$ cat config.mk
export PLATFORM = sky130hd
export DESIGN_NAME = hms_timer
export DESIGN_NICKNAME = d
export VERILOG_FILES = /design/src/rtl/hms_timer_pkg.sv /design/src/rtl/hms_tick_prescaler.sv /design/src/rtl/hms_timer.sv
export SDC_FILE = /design/constraint.sdc
export NUM_CORES = 1
export LEC_CHECK = 0
export BUFFER_PORTS_ARGS = -buffer_cell sky130_fd_sc_hd__buf_2
export CAP_MARGIN = 20
export CORE_MARGIN = 2
export CORE_UTILIZATION = 60
export CTS_BUF_LIST = sky130_fd_sc_hd__clkbuf_16
export CTS_CLUSTER_SIZE = 16
export DETAILED_ROUTE_END_ITERATION = 8
export GPL_ROUTABILITY_DRIVEN = 0
export PLACE_DENSITY = 0.84
export RECOVER_POWER = 50
export SKIP_CTS_REPAIR_TIMING = 1
export SYNTH_ARGS = -nofsm -noshare
export SYNTH_HDL_FRONTEND = slang
export SYNTH_HIERARCHICAL = 1
export SYNTH_SLANG_ARGS = --single-unit
$ cat constraint.sdc
create_clock -name ap_clk -period 9.3 [get_ports ap_clk]
set_input_delay 0.93 -clock ap_clk [delete_from_list [all_inputs] [get_ports ap_clk]]
set_output_delay 0.93 -clock ap_clk [all_outputs]
set_load 0.01 [all_outputs]
$ cat src/rtl/hms_timer_pkg.sv
// hms_timer_pkg: definitions shared by the hh/mm/ss timer and its prescaler.
//   hms_state_e : control FSM state (IDLE, RUN, DONE)
//   SEC_MAX     : last value of the seconds field before it carries or borrows
//   MIN_MAX     : last value of the minutes field before it carries or borrows
//   W_DEFAULT   : default width of each hh/mm/ss field
package hms_timer_pkg;

   typedef enum logic [1:0] {
      IDLE = 2'd0,
      RUN  = 2'd1,
      DONE = 2'd2
   } hms_state_e;

   localparam int unsigned SEC_MAX   = 59;
   localparam int unsigned MIN_MAX   = 59;
   localparam int unsigned W_DEFAULT = 8;

endpackage

$ cat src/rtl/hms_tick_prescaler.sv
// hms_tick_prescaler: divides ap_clk down to a one-cycle tick every TICK_DIV enabled cycles.
//   ap_clk : clock, rising edge
//   ap_rst : synchronous active-high reset
//   en     : count enable; the counter holds its value while low
//   clr    : synchronous clear to 0, dominates en
//   tick   : combinational, high while enabled and the counter is at TICK_DIV-1
module hms_tick_prescaler #(
   parameter int unsigned TICK_DIV = 100
) (
   input  logic ap_clk,
   input  logic ap_rst,
   input  logic en,
   input  logic clr,
   output logic tick
);

   localparam int unsigned CW = (TICK_DIV > 2) ? $clog2(TICK_DIV) : 1;
   localparam logic [CW-1:0] LastCnt = CW'(TICK_DIV - 1);

   logic [CW-1:0] cnt_d, cnt_q;
   logic          at_last;

   assign at_last = (cnt_q == LastCnt);
   assign tick    = en && at_last;

   always_comb begin
      cnt_d = cnt_q;
      if (clr) begin
         cnt_d = '0;
      end else if (en) begin
         cnt_d = at_last ? '0 : cnt_q + CW'(1);
      end
   end

   always_ff @(posedge ap_clk) begin
      if (ap_rst) begin
         cnt_q <= '0;
      end else begin
         cnt_q <= cnt_d;
      end
   end

endmodule

$ cat src/rtl/hms_timer.sv
// hms_timer: hh:mm:ss up/down timer with prescaler, preset load, lap hold, alarm and
// countdown-done detection.
//   ap_clk, ap_rst                 : clock and synchronous active-high reset
//   clear                          : zero time, prescaler, hold and done flag
//   start_r                        : run enable level (low pauses)
//   down                           : direction, sampled only on a tick
//   load, load_hh/mm/ss            : preset pulse and values (saturated into range)
//   lap                            : toggles the display hold
//   alarm_hh/mm/ss                 : alarm compare value
//   hh, mm, ss                     : registered displayed time
//   tick                           : pulse coincident with each displayed second update
//   running                        : high in RUN
//   alarm                          : pulse when the internal count takes the alarm value
//   zero                           : sticky countdown-done flag
module hms_timer
   import hms_timer_pkg::*;
#(
   parameter int unsigned TICK_DIV = 100,
   parameter int unsigned W        = W_DEFAULT,
   parameter int unsigned HH_MAX   = 23
) (
   input  logic         ap_clk,
   input  logic         ap_rst,
   input  logic         clear,
   input  logic         start_r,
   input  logic         down,
   input  logic         load,
   input  logic [W-1:0] load_hh,
   input  logic [W-1:0] load_mm,
   input  logic [W-1:0] load_ss,
   input  logic         lap,
   input  logic [W-1:0] alarm_hh,
   input  logic [W-1:0] alarm_mm,
   input  logic [W-1:0] alarm_ss,
   output logic [W-1:0] hh,
   output logic [W-1:0] mm,
   output logic [W-1:0] ss,
   output logic         tick,
   output logic         running,
   output logic         alarm,
   output logic         zero
);

   localparam logic [W-1:0] SecMax = W'(SEC_MAX);
   localparam logic [W-1:0] MinMax = W'(MIN_MAX);
   localparam logic [W-1:0] HhMax  = W'(HH_MAX);

   hms_state_e   state_d, state_q;
   logic [W-1:0] cnt_hh_d, cnt_hh_q, cnt_mm_d, cnt_mm_q, cnt_ss_d, cnt_ss_q;
   logic [W-1:0] hh_d, hh_q, mm_d, mm_q, ss_d, ss_q;
   logic         hold_d, hold_q, zero_d, zero_q, entry_d, entry_q;
   logic         tick_p_d, tick_p_q, tick_d, tick_q, alarm_d, alarm_q;

   logic         in_run, cnt_zero, cnt_one, entry_done;
   logic         pre_en, pre_tick, tick_eff;
   logic         disp_upd, go_done, new_val;
   logic [W-1:0] inc_hh, inc_mm, inc_ss, dec_hh, dec_mm, dec_ss;
   logic [W-1:0] sat_hh, sat_mm, sat_ss;

   assign in_run   = (state_q == RUN);
   assign cnt_zero = (cnt_hh_q == '0) && (cnt_mm_q == '0) && (cnt_ss_q == '0);
   assign cnt_one  = (cnt_hh_q == '0) && (cnt_mm_q == '0) && (cnt_ss_q == W'(1));
   // Entering RUN in down mode at 00:00:00 finishes immediately and never ticks.
   assign entry_done = in_run && entry_q && down && cnt_zero;
   assign pre_en     = in_run && !entry_done;
   // A clear or load discards a tick landing in the same cycle.
   assign tick_eff   = pre_tick && !clear && !load;

   hms_tick_prescaler #(
      .TICK_DIV (TICK_DIV)
   ) u_prescaler (
      .ap_clk (ap_clk),
      .ap_rst (ap_rst),
      .en     (pre_en),
      .clr    (clear || load),
      .tick   (pre_tick)
   );

   // Carry / borrow chains and preset saturation.
   always_comb begin
      inc_hh = cnt_hh_q;
      inc_mm = cnt_mm_q;
      inc_ss = cnt_ss_q + W'(1);
      if (cnt_ss_q == SecMax) begin
         inc_ss = '0;
         inc_mm = cnt_mm_q + W'(1);
         if (cnt_mm_q == MinMax) begin
            inc_mm = '0;
            inc_hh = (cnt_hh_q == HhMax) ? '0 : cnt_hh_q + W'(1);
         end
      end

      dec_hh = cnt_hh_q;
      dec_mm = cnt_mm_q;
      dec_ss = cnt_ss_q - W'(1);
      if (cnt_ss_q == '0) begin
         dec_ss = SecMax;
         dec_mm = cnt_mm_q - W'(1);
         if (cnt_mm_q == '0) begin
            dec_mm = MinMax;
            dec_hh = (cnt_hh_q == '0) ? HhMax : cnt_hh_q - W'(1);
         end
      end

      sat_hh = (load_hh > HhMax)  ? HhMax  : load_hh;
      sat_mm = (load_mm > MinMax) ? MinMax : load_mm;
      sat_ss = (load_ss > SecMax) ? SecMax : load_ss;
   end

   always_comb begin
      state_d  = state_q;
      cnt_hh_d = cnt_hh_q;
      cnt_mm_d = cnt_mm_q;
      cnt_ss_d = cnt_ss_q;
      hold_d   = hold_q;
      zero_d   = zero_q;
      entry_d  = 1'b0;
      tick_p_d = 1'b0;
      disp_upd = !hold_q;
      go_done  = 1'b0;
      new_val  = 1'b0;

      if (clear) begin
         state_d  = IDLE;
         cnt_hh_d = '0;
         cnt_mm_d = '0;
         cnt_ss_d = '0;
         hold_d   = 1'b0;
         zero_d   = 1'b0;
      end else if (load) begin
         state_d  = IDLE;
         cnt_hh_d = sat_hh;
         cnt_mm_d = sat_mm;
         cnt_ss_d = sat_ss;
         hold_d   = 1'b0;
         zero_d   = 1'b0;
         new_val  = 1'b1;
      end else begin
         // Capturing on lap uses the pre-tick count, so a coincident tick is not shown.
         if (lap) begin
            hold_d   = !hold_q;
            disp_upd = 1'b1;
         end
         unique case (state_q)
            IDLE: begin
               if (start_r) begin
                  state_d = RUN;
                  entry_d = 1'b1;
               end
            end
            RUN: begin
               if (entry_done) begin
                  go_done = 1'b1;
               end else if (tick_eff) begin
                  if (down && cnt_zero) begin
                     go_done = 1'b1;
                  end else begin
                     cnt_hh_d = down ? dec_hh : inc_hh;
                     cnt_mm_d = down ? dec_mm : inc_mm;
                     cnt_ss_d = down ? dec_ss : inc_ss;
                     tick_p_d = 1'b1;
                     new_val  = 1'b1;
                     go_done  = down && cnt_one;
                  end
               end
               if (go_done) begin
                  state_d = DONE;
                  zero_d  = 1'b1;
               end else if (!start_r) begin
                  state_d = IDLE;
               end
            end
            DONE: begin
               state_d = DONE;
            end
            default: begin
               state_d = IDLE;
            end
         endcase
      end

      alarm_d = new_val && (cnt_hh_d == alarm_hh) && (cnt_mm_d == alarm_mm)
                && (cnt_ss_d == alarm_ss);
      hh_d    = disp_upd ? cnt_hh_q : hh_q;
      mm_d    = disp_upd ? cnt_mm_q : mm_q;
      ss_d    = disp_upd ? cnt_ss_q : ss_q;
      // Two stages so the pulse lines up with the registered display.
      tick_d  = tick_p_q;
   end

   always_ff @(posedge ap_clk) begin
      if (ap_rst) begin
         state_q  <= IDLE;
         cnt_hh_q <= '0;
         cnt_mm_q <= '0;
         cnt_ss_q <= '0;
         hh_q     <= '0;
         mm_q     <= '0;
         ss_q     <= '0;
         hold_q   <= 1'b0;
         zero_q   <= 1'b0;
         entry_q  <= 1'b0;
         tick_p_q <= 1'b0;
         tick_q   <= 1'b0;
         alarm_q  <= 1'b0;
      end else begin
         state_q  <= state_d;
         cnt_hh_q <= cnt_hh_d;
         cnt_mm_q <= cnt_mm_d;
         cnt_ss_q <= cnt_ss_d;
         hh_q     <= hh_d;
         mm_q     <= mm_d;
         ss_q     <= ss_d;
         hold_q   <= hold_d;
         zero_q   <= zero_d;
         entry_q  <= entry_d;
         tick_p_q <= tick_p_d;
         tick_q   <= tick_d;
         alarm_q  <= alarm_d;
      end
   end

   assign hh      = hh_q;
   assign mm      = mm_q;
   assign ss      = ss_q;
   assign tick    = tick_q;
   assign running = in_run;
   assign alarm   = alarm_q;
   assign zero    = zero_q;

endmodule

==> metrics.md <==
| Metric | Value |
|---|---|
| Max VDD drop | `0.0925 mV` |
| Initial antenna violation count | `0` |
| Crit-path slowest cell | `nor4_1` |
| Final setup fails | `0` |
| M1 WL | `6340 µm` |
| RSZ-0062 raised after global routing | `no` |
| Worst-path cell chain | `inv_1, ha_1, nor4b_4, nand4_2, o31a_1, nand3_2, nor4_1, nand3_1, a21oi_1, buf_4, o21ai_0, a311oi_1, nor4b_1, a211oi_1, a2111oi_1, and4_1` |
| EDFF count, synth | `0` |
| Ys flop type | `dfxtp_1` |
| Hold Path Origin | `tick_d` |
| Crit path buf inv count | `2` |
| Maximum clock path buffer count | `2` |
| Clock root buffer | `clkbuf_16` |
| Reg2reg setup slack | `about 3.4 ns` |
| Top Layer Used | `met4` |
| Leak | `1.96 nW` |
| Hold Path Stages | `1` |
| Largest stage delay on the critical path | `~0.84 ns` |
| CTS sink cnt | `63` |
| Setup TNS | `0 ns` |
| DRT iter0 DRCs | `992` |
| Mapped Area | `4870 µm²` |
| Design area | `5470 µm²` |
| Clock skew | `0.00864 ns` |
| Vias in the first global route | `just over 5k` |
| Pre-Repair DR Iteration Count | `9` |
| Die height | `94.1 µm` |
| Die area | `8860 µm²` |
| Syn. warnings | `6` |
| Placement Setup Slack | `3.57 ns` |
| Cell count of the worst reg-to-reg path | `16` |
| Sequential area share after synthesis | `0.259` |
| Post-Syn Area per Cell | `7.27 µm²` |
| Final Util | `0.701` |
| Clock Pin Slew Worst Setup and Hold Paths | `0.06 ns` |
| Crit Path Class | `flop to flop` |
| Clock period minus worst slack | `5.91 ns` |
| Worst setup margin | `~3.4 ns` |
| DR vias | `approximately 5.7k` |
| Rel. slew slack | `-0.0630` |
| Cell accounting for the most synthesized area | `dfxtp_1` |
| Critical path arrival | `6.18 ns` |
| Max cap viols | `1` |
| DR WL met2 | `around 6900 µm` |
| Met3 WL | `~2300 µm` |
| Top cell type's share of synthesized area | `0.259` |
| Cell Pwr Density | `136 nW/µm²` |
| Vias per cell | `about 7` |
| Post-synthesis register bit count | `63` |
| Core Box Area | `7810 µm²` |
| DRC Markers | `28` |
| DP HPWL | `11,500 µm` |
| Ports | `83` |
| Final hold vios | `0` |
| CP top delay family | `simple AND/OR/NAND/NOR gates` |
| Dpl cells | `about 810` |
| CTS tree | `yes` |
| Critical path required time | `between 9 and 10 ns` |
| Total power | `roughly 0.74 mW` |
| Largest net degree at the start of global routing | `36` |
| Final cell count without fillers | `822` |
| Max Clock Freq | `0.169 GHz` |
| Hold endpoint | `tick` |
| Port Buffer Count | `between 80 and 90` |
| DP Area | `5220 µm²` |
| Worst Setup End Kind | `flop` |
| Row cnt | `32` |
| Syn Inst Count | `670` |
| Async SR Flop Fraction | `0` |
| Reg2reg end | `alarm` |
| Layout cells sized above 1 | `0.133` |
| Synth cell types | `79` |
| Cts bufs inserted | `9` |
| Worst skew pair latency | `between 0.3 and 0.4 ns` |
| Final hold slack | `between 0.4 and 0.5 ns` |
| First-pass GRT wire length | `25,500 µm` |
| Detailed-route wire length per cell | `19.8 µm` |
| Chip width | `94.1 µm` |
| Gr usage total | `0.367` |
| Worst-path fanout max | `22` |
| Synth top cells by count | `95 x nand2_1, 63 x dfxtp_1, 61 x a21oi_1` |
| Worst R2R Start | `cnt_ss_q[0]` |
| Routed Wire Length | `16,300 µm` |
| Critical path launch point type | `flop` |
| FILL cells | `672` |
| Worst-Margin Slew | `1.59 ns` |
| Slew Viols, Final | `36` |
| Outcome | `complete, but fails checks` |
| Area grow syn2layout | `12.3%` |
| Failing checks | `DRC, capacitance limit, slew limit` |
| Clock H-tree levels | `3` |
| Top-count cell post-synth | `nand2_1` |
| Antenna cell count | `0` |
| Syn Nets | `734` |
| Final Cycle Share | `0.635` |
| Initial Utilization | `0.624` |
| HP Class | `flop to flop` |
| Largest cells by area after synthesis | `dfxtp_1 26%, nand2_1 7.3%, a21oi_1 6.3%` |
| GR Overflow Total | `0` |
| Final #Nets | `779` |
| ANT nets after route | `0` |
## logic make-up after synthesis
| family | after synthesis | share of synthesized area |
|---|---|---|
| AND/OR/NAND/NOR | 305 | 0.337 |
| flip-flops | 63 | 0.259 |
| adder cells (fa/ha/maj) | 9 | 0.0231 |
| multiplexers | 11 | 0.0234 |
| AO/OA/AOI/OAI | 193 | 0.272 |
| buffers and inverters | 76 | 0.0624 |
| XOR/XNOR | 13 | 0.0234 |
## flip-flops by register name, summed over array words and instances, names as in the netlist
name and count:
u_prescaler/cnt_q 7, tick 1, alarm 1, ss 8, zero 1, hh 8, entry_q 1, cnt_hh_q 8
tick_d 1, cnt_mm_q 8, mm 8, state_q 2, hold_q 1, cnt_ss_q 8
## cell type report
| type | instances | area (µm²) | area share |
|---|---|---|---|
| clock inverter | 7 | 63.8 | 0.0117 |
| inverter | 25 | 93.8 | 0.0172 |
| clock buffer | 9 | 225 | 0.0412 |
| tap | 102 | 128 | 0.0233 |
| timing repair buffer | 85 | 392 | 0.0716 |
| sequential | 63 | 1260 | 0.231 |
| multi-input combinational | 531 | 3310 | 0.605 |
## worst max path at each step
stage / slack [ns] / from / end / cells after the start
6_report: 3.39 / cnt_ss_q[0] / alarm / 16
5_1_grt: 3.14 / cnt_ss_q[0] / alarm / 16
4_1_cts: 3.76 / cnt_ss_q[0] / alarm / 16
3_5_place_dp: 3.57 / down / alarm / 15
3_3_place_gp: 3.81 / down / alarm / 15
2_1_floorplan: 4.96 / down / alarm / 15
## cells in the final DEF (no fill, tap or decap), types with 5 or more instances in the layout
cell type	count
and4_1	5
and3_1	10
ha_1	9
nand2b_1	7
a31oi_1	10
clkbuf_16	9
dfxtp_1	63
nand2_1	95
and2_1	5
a211oi_1	13
xor2_1	8
nor2_1	56
or3b_2	5
nand4_1	11
a32oi_1	5
xnor2_1	5
clkbuf_1	31
inv_1	25
a21oi_1	61
nor2b_1	7
nor3_1	31
o311ai_0	5
buf_2	52
a311oi_1	5
o21ai_0	33
or3_1	12
nand3_1	17
nor4_1	13
mux2i_1	8
## power by group
part / switching (mW) / internal [mW] / leakage, nW / total [mW]
clock network: 0.123 / 0.205 / 0.140 / 0.328
logic: 0.0811 / 0.0474 / 1.31 / 0.129
registers: 0.0119 / 0.276 / 0.511 / 0.288
total: 0.216 / 0.528 / 1.96 / 0.744
## metal layers
| layer | track usage | vias up |
|---|---|---|
| met5 | 0 | - |
| met4 | 0.163 | 0 |
| met3 | 0.0907 | 103 |
| met2 | 0.554 | 493 |
| met1 | 0.492 | 2544 |
| li1 | - | 2576 |
No activity file was read; power rests on OpenSTA's default activity.
